## src/rtl/timer_pkg.sv

```systemverilog
// Shared timebase definitions for the alarm scheduler.
//   TW             timebase / deadline width in ns
//   NS_PER_TICK    timebase increment per core clock
//   N_CH_DEFAULT   default number of alarm channels
//   ns_after()     wrap-aware "now has reached deadline" test
package timer_pkg;

    localparam int unsigned TW           = 32;
    localparam int unsigned NS_PER_TICK  = 5;
    localparam int unsigned N_CH_DEFAULT = 4;

    // True when now is at or past deadline, assuming they are less than half the range apart.
    function automatic logic ns_after(input logic [TW-1:0] now, input logic [TW-1:0] deadline);
        logic [TW-1:0] diff;
        diff = now - deadline;
        return ~diff[TW-1];
    endfunction

endpackage

```

## src/rtl/rr_arb.sv

```systemverilog
// Round-robin picker: lowest requesting index at or after ptr, wrapping. Purely combinational.
//   req      request vector
//   ptr      first index to consider
//   grant_c  one-hot grant
//   idx_c    granted index
//   any_c    some request was granted
module rr_arb #(
    parameter int unsigned N = 4,
    parameter int unsigned W = (N > 1) ? $clog2(N) : 1
) (
    input  logic [N-1:0] req,
    input  logic [W-1:0] ptr,
    output logic [N-1:0] grant_c,
    output logic [W-1:0] idx_c,
    output logic         any_c
);

    logic [W:0]   cand;
    logic [W-1:0] sel;

    // Scan N candidates starting at ptr; the first hit wins.
    always_comb begin
        grant_c = '0;
        idx_c   = '0;
        any_c   = 1'b0;
        cand    = '0;
        sel     = '0;
        for (int unsigned k = 0; k < N; k++) begin
            cand = {1'b0, ptr} + (W+1)'(k);
            if (cand >= (W+1)'(N)) begin
                cand = cand - (W+1)'(N);
            end
            sel = W'(cand);
            if (!any_c && req[sel]) begin
                any_c        = 1'b1;
                grant_c[sel] = 1'b1;
                idx_c        = sel;
            end
        end
    end

endmodule

```

## src/rtl/timer_alarm_sched.sv

```systemverilog
// One-shot alarm scheduler sharing the free-running ns timebase between N_CH requesters.
// Expired channels are queued as pending and delivered one at a time, round-robin, on a
// valid/ready event port.
//   clk, rst_n                  core clock, async active-low reset
//   now_ns                      current timebase (wraps)
//   arm_valid/arm_ch/arm_delay  arm channel with deadline now_ns + arm_delay
//   cancel_valid/cancel_ch      disarm channel (arm wins on the same channel)
//   exp_valid/exp_ch/exp_ready  expiry event handshake
//   active                      armed, not yet expired
//   pending                     expired, not yet delivered
module timer_alarm_sched
    import timer_pkg::*;
#(
    parameter int unsigned N_CH = N_CH_DEFAULT,
    parameter int unsigned CH_W = (N_CH > 1) ? $clog2(N_CH) : 1
) (
    input  logic            clk,
    input  logic            rst_n,
    input  logic [TW-1:0]   now_ns,
    input  logic            arm_valid,
    input  logic [CH_W-1:0] arm_ch,
    input  logic [TW-1:0]   arm_delay,
    input  logic            cancel_valid,
    input  logic [CH_W-1:0] cancel_ch,
    output logic            exp_valid,
    output logic [CH_W-1:0] exp_ch,
    input  logic            exp_ready,
    output logic [N_CH-1:0] active,
    output logic [N_CH-1:0] pending
);

    logic [TW-1:0]   deadline [N_CH];
    logic [N_CH-1:0] expire_c;
    logic [N_CH-1:0] grant_c;
    logic [CH_W-1:0] pick_c;
    logic            pick_any_c;
    logic            load_c;
    logic [CH_W-1:0] rr_ptr;

    // Per-channel deadline reached this cycle.
    always_comb begin
        expire_c = '0;
        for (int unsigned i = 0; i < N_CH; i++) begin
            expire_c[i] = active[i] & ns_after(now_ns, deadline[i]);
        end
    end

    // The output slot may be refilled when empty or being consumed this cycle.
    assign load_c = ~exp_valid | exp_ready;

    rr_arb #(
        .N (N_CH),
        .W (CH_W)
    ) u_arb (
        .req     (pending),
        .ptr     (rr_ptr),
        .grant_c (grant_c),
        .idx_c   (pick_c),
        .any_c   (pick_any_c)
    );

    // Channel state, output slot and round-robin pointer.
    always_ff @(posedge clk or negedge rst_n) begin
        if (!rst_n) begin
            active    <= '0;
            pending   <= '0;
            exp_valid <= 1'b0;
            exp_ch    <= '0;
            rr_ptr    <= '0;
            for (int unsigned i = 0; i < N_CH; i++) begin
                deadline[i] <= '0;
            end
        end else begin
            for (int unsigned i = 0; i < N_CH; i++) begin
                if (arm_valid && (arm_ch == CH_W'(i))) begin
                    deadline[i] <= now_ns + arm_delay;
                    active[i]   <= 1'b1;
                    pending[i]  <= 1'b0;
                end else if (cancel_valid && (cancel_ch == CH_W'(i))) begin
                    active[i]  <= 1'b0;
                    pending[i] <= 1'b0;
                end else if (expire_c[i]) begin
                    // active and pending are mutually exclusive, so this never races a grant.
                    active[i]  <= 1'b0;
                    pending[i] <= 1'b1;
                end else if (load_c && grant_c[i]) begin
                    pending[i] <= 1'b0;
                end
            end

            if (load_c) begin
                exp_valid <= pick_any_c;
                if (pick_any_c) begin
                    exp_ch <= pick_c;
                    rr_ptr <= (pick_c == CH_W'(N_CH - 1)) ? '0 : pick_c + CH_W'(1);
                end
            end
        end
    end

endmodule

```

## config.mk

```make
export PLATFORM = sky130hd
export DESIGN_NAME = timer_alarm_sched
export DESIGN_NICKNAME = d
export VERILOG_FILES = /design/src/rtl/timer_pkg.sv /design/src/rtl/rr_arb.sv /design/src/rtl/timer_alarm_sched.sv
export SDC_FILE = /design/constraint.sdc
export NUM_CORES = 1
export LEC_CHECK = 0
export BUFFER_PORTS_ARGS = -buffer_cell sky130_fd_sc_hd__buf_2
export CORE_UTILIZATION = 50
export CTS_CLUSTER_SIZE = 20
export DETAILED_ROUTE_END_ITERATION = 16
export PLACE_DENSITY = 0.74
export SLEW_MARGIN = 20
export SYNTH_ARGS = -nofsm -noshare
export SYNTH_HDL_FRONTEND = slang
export SYNTH_SLANG_ARGS = --single-unit
```

## constraint.sdc

```tcl
create_clock -name clk -period 2.8 [get_ports clk]
set_input_delay 0.56 -clock clk [delete_from_list [all_inputs] [get_ports clk]]
set_output_delay 0.56 -clock clk [all_outputs]
set_load 0.01 [all_outputs]
```

Word-level counts from Yosys, hierarchy flattened. Index checks and enable logic that the tools add are counted.

Flip-flop bits (word level): 141. Input bits: 73. Output and inout bits: 11. Word-level logic and storage cells: 154.

$add $sub $neg: 13. $lt $le $gt $ge: 12. Equality and inequality tests: 7. Multiplexer cells: 61. Bitwise operators: 13. Reductions and logical operators: 33.

Operators by type and width (count): 32-bit subtractor (4); 1-bit two-way mux (40); 32-bit adder (1); 1-bit logical AND (19); 2-bit two-way mux (9); 4-bit two-way mux (4); 4-bit nonzero test (4); 2-bit by 3-bit less-than comparator with 1-bit output, second input constant (4); 4-bit bitwise OR (3); 3-bit nonzero test (4); 2-bit == test, second input constant (5); 3-bit >= comparator, second input constant (3); 1-bit binary-select mux with 2-bit select (4); 1-bit demux with 2-bit select (4); 2-bit by 1-bit >= comparator with 1-bit output, second input constant (4); 2-bit by 1-bit subtractor with 2-bit output, second input constant (4); 2-bit by 2-bit adder with 3-bit output, second input constant (2); 1-bit NOT (5); 1-bit AND (4); 2-bit by 1-bit == test with 1-bit output, second input constant (2); 2-bit logical NOT (2); 2-bit by 1-bit adder with 3-bit output, second input constant (1); 2-bit by 3-bit >= comparator with 1-bit output, second input constant (1); 1-bit logical NOT (3); 3 further kinds (3).

Logic depth before layout (Yosys ltp).
Depth after elaboration: 19. Gate-level depth with buffers: 11. Gate-level depth less buffers: 9.

Cells and area by module. A second synthesis with hierarchy kept.

Cells, all modules: 1287. Area, all modules: 10805.4 um^2.

Modules (own cells, without submodules): timer_alarm_sched (times used 1, cells an instance 1242, area each 10383.7 um^2, sequential area each 3528.4 um^2); rr_arb (times used 1, cells an instance 45, area each 421.7 um^2, sequential area each 0.0 um^2).

Worst setup path before layout. Ideal clock, no wire load.

Kind: input -> register. From: input port now_ns[0]. To: register deadline[26] (netlist name). Setup time: 0.133 ns. Arrival time: 2.705 ns. Required time: 2.667 ns. Path slack: -0.038 ns. Cell stages on the path: 9. Path buffers: 0. Cell sequence: ha_1 -> fa_1 -> a21o_1 -> a221o_1 -> o22ai_1 -> o21ai_1 -> a221oi_2 -> mux2i_1 -> o22ai_1.

Longest elaborated chain between the ends: 1.

Ends and longest elaborated chain: start, declared (line timer_alarm_sched.sv:19) `input logic [TW-1:0] now_ns,`; 32-bit adder (line timer_alarm_sched.sv:76) `deadline[i] <= now_ns + arm_delay;`; end signal, assigned by index (line timer_alarm_sched.sv:76); end, declared (line timer_alarm_sched.sv:32) `logic [TW-1:0] deadline [N_CH];`.

No other way between the ends. A chain may end at the register's enable or synchronous reset.

Worst setup path in the final report.
From: input port now_ns[0]. To: register deadline[14] (netlist name).

Same word-level chain as after synthesis.

==> metrics.md <==
| Metric | Value |
|---|---|
| Clk pwr share | 0.251 |
| CTS HTree Levels | 4 |
| Unique masters post-synth | 72 |
| Largest net degree at the start of global routing | slightly above 60 |
| Top FF cell, synth | dfrtp_1 |
| CTS max path bufs | 2 |
| CTS root buf | clkbuf_16 |
| Row count | 53 |
| Worst hold path type | input port to asynchronous set/reset pin |
| Antenna-violating nets left | 0 |
| Post-synth EDFFs | 0 |
| Period minus WS final | ~2.7 ns |
| Routed via count | around 10000 |
| DPL Wire Length | between 20000 and 25000 um |
| Synthesis warning total | 0 |
| Pwr dens | around 670 nW/um^2 |
| Yosys reg bits | around 140 |
| Final Max Tran Viols | 0 |
| CORE AREA | 21220 um^2 |
| Peak supply drop | between 0.4 and 0.5 mV |
| Critical path required time | 3.09 ns |
| Switching share of power | 0.3797 |
| Cell family with most CP delay | compound AO/OA/AOI/OAI gates |
| Sequential share of power | 0.331 |
| ANT cells | 0 |
| I/O Buffers | a little over 80 |
| DR pass1 iterations | 5 |
| Wire length per cell | roughly 18 um |
| Vias in the first global route | just over 10000 |
| CP cell instances | buf_2 -> ha_1 -> fa_2 -> a21o_1 -> a221o_1 -> o22ai_2 -> buf_4 -> o211ai_1 -> a21oi_1 -> xor2_1 -> o21ai_0 |
| Dpl cells | roughly 1700 |
| Psw | about 3.3 mW |
| Met2 WL post-DR | 15050 um |
| Die Area | ~22000 um^2 |
| GR Util All Layers | 0.2924 |
| Nets | roughly 1700 |
| WL final | between 30000 and 40000 um |
| RSZ-0062 raised after global routing | true |
| Final hold slack | around 0.11 ns |
| Post-route cell area | between 10000 and 15000 um^2 |
| Starting Density | 0.5160 |
| Cts hold-fix bufs | 0 |
| Final Util | 0.6140 |
| Status | finished, final reports clean |
| Max-capacitance violation count | 0 |
| Pre-CTS setup slack | -0.3754 ns |
| Worst Setup End Kind | register |
| Uppermost routed layer | met4 |
| Layout cells sized above 1 | 0.1800 |
| Synth Net Count | about 1500 |
| Number of antenna violations at the first check in global routing | 0 |
| Skew final | between 0.007 and 0.008 ns |
| Worst Max-Slew Pin Slew | roughly 0.79 ns |
| Fin Setup TNS | 0 ns |
| Post-synthesis sequential area ratio | 0.3222 |
| Met3 wire len | approximately 1800 um |
| RD Place Congestion | 0.9132 |
| Clock sink count | ~140 |
| Mean post-synth cell area | ~8.4 um^2 |
| Final Hold Fails | 0 |
| # IOs | 84 |
| Setup-failing EPs final | 0 |
| Slowest-stage cell, CP | a221o_1 |
| P_int | about 5.4 mW |
| Synth top area share | 0.3222 |
| Top cells by area, synth | dfrtp_1 32%, ha_1 18%, o21ai_0 6.0% |
| Max Freq | 0.3734 GHz |
| Slew HR | 0.4711 |
| Worst Setup Path Type | input port to register |
| Die Ht | 150.0 um |
| Synthesized area | ~11000 um^2 |
| Overall power | around 8.7 mW |
| Crit path max fanout | 4 |
| Clock Pin Slew Worst Setup and Hold Paths | roughly 0.060 ns |
| DR DRC count | 0 |
| Area post-placement | 12430 um^2 |
| Post-Syn Instances | approximately 1300 |
| Leak Pwr | between 6 and 7 nW |
| Num CTS Buffers | 17 |
| Leading area contributor after synthesis | dfrtp_1 |
| WL met1 | 13700 um |
| Tcrit/Tclk final | 0.9565 |
| Final Non-Filler Cells | between 1500 and 2000 |
| Worst stage delay on the critical path | 0.40 ns |
| Post-synth ARST share | 1.000 |
| Most frequent cells in the layout | 165 x nand2_1, 159 x ha_1, 141 x dfrtp_1 |
| Area Growth Syn to Fin | 18.99% |
| WP buf/inv | 2 |
| Gate power share | 0.418 |
| Global-route wire length before repair | just over 50000 um |
| Worst Setup Start Kind | input port |
| Most common cell after layout, fill and taps aside | nand2_1 |
| CP arrival | 2.97 ns |
| Via density | a little under 6 |
| Width of the die | 150.0 um |
| CTS tree | done |
| Total gr overflow | 0 |
| Post-route setup slack | ~0.12 ns |
| Clock network latency to the later pin of the worst-skew pair | 0.43 ns |
| DR iter-0 viols | 780 |
==> state kept, by name, summed over array words and instances, names as in the netlist, named ones only <==
name       count
rr_ptr         1
exp_ch         2
exp_valid      1
active         4
deadline     128
pending        4
==> worst reg2reg max path, stage by stage (launching register included) <==
cell	delay, ns
dfrtp_1	0.35
inv_1	0.05
ha_1	0.29
a21o_1	0.16
a21o_1	0.17
a21oi_1	0.18
o21ai_0	0.23
o211ai_1	0.43
a21boi_0	0.20
o41ai_1	0.36
==> synth_stat cells, drive strengths merged (9+ instances only) <==
cell type and number:
ha 159, o21ai 134, inv 137, nand2b 11, nor2b 16, nor2 47
a21o 42, o311ai 9, a21oi 86, nand2 165, and3 9, nand4 36
mux2i 10, o31ai 19, nand3 31, xor2 13, o211ai 26, xnor2 13
dfrtp 141, clkbuf 50, nor3 20
==> layer usage <==
metal / vias to the layer above / track usage
li1: 4957 / -
met1: 4895 / 0.3746
met2: 353 / 0.4898
met3: 68 / 0.04268
met4: 0 / 0.1258
met5: - / 0
==> area by class of cell <==
| type | count | area (um^2) |
|---|---|---|
| inverter | 137 | 514.2 |
| sequential | 141 | 3528 |
| timing repair buffer | 201 | 1358 |
| tap | 275 | 344.1 |
| clock inverter | 10 | 90.09 |
| multi-input combinational | 962 | 6724 |
| fill | 1807 | 8192 |
| clock buffer | 21 | 470.5 |
==> repair_timing <==
action / CTS / global route
endpoints found under the setup margin: 0 / 14
setup buffers: 0 / 1
gates resized for setup: 0 / 7
==> power by group through the flow <==
stage	sequential, mW	clock [mW]	combinational [mW]
floorplan	2.84	0	2.42
global placement	2.89	0	3.43
detailed placement	2.91	0	3.57
CTS	2.88	2.20	3.61
global route	2.95	2.28	4.09
finish	2.89	2.19	3.65
==> kinds of logic (layout without fill, tap and decap cells) <==
group	Yosys count	count (layout)	synth area share
mux	16	16	0.01737
compound gates	391	391	0.2259
buf+inv	193	369	0.06753
flops	141	141	0.3222
fa+ha+maj	160	160	0.1835
simple gates	369	369	0.1626
xor+xnor	26	26	0.02080
==> path summary, 6_finish.rpt <==
kind | from | to | slack (ns) | cells past startpoint
setup reg to reg | deadline[12] | pending[3] | 0.25 | 9
max in group asynchronous | rst_n | deadline[93] | 1.94 | 2
hold / removal | rst_n | deadline[32] | 0.11 | 1
setup / recovery | now_ns[0] | deadline[14] | 0.12 | 11
hold reg to reg | deadline[41] | deadline[41] | 0.48 | 2
min in group clk | deadline[41] | deadline[41] | 0.48 | 2
Power figures use the tool's default switching activity.
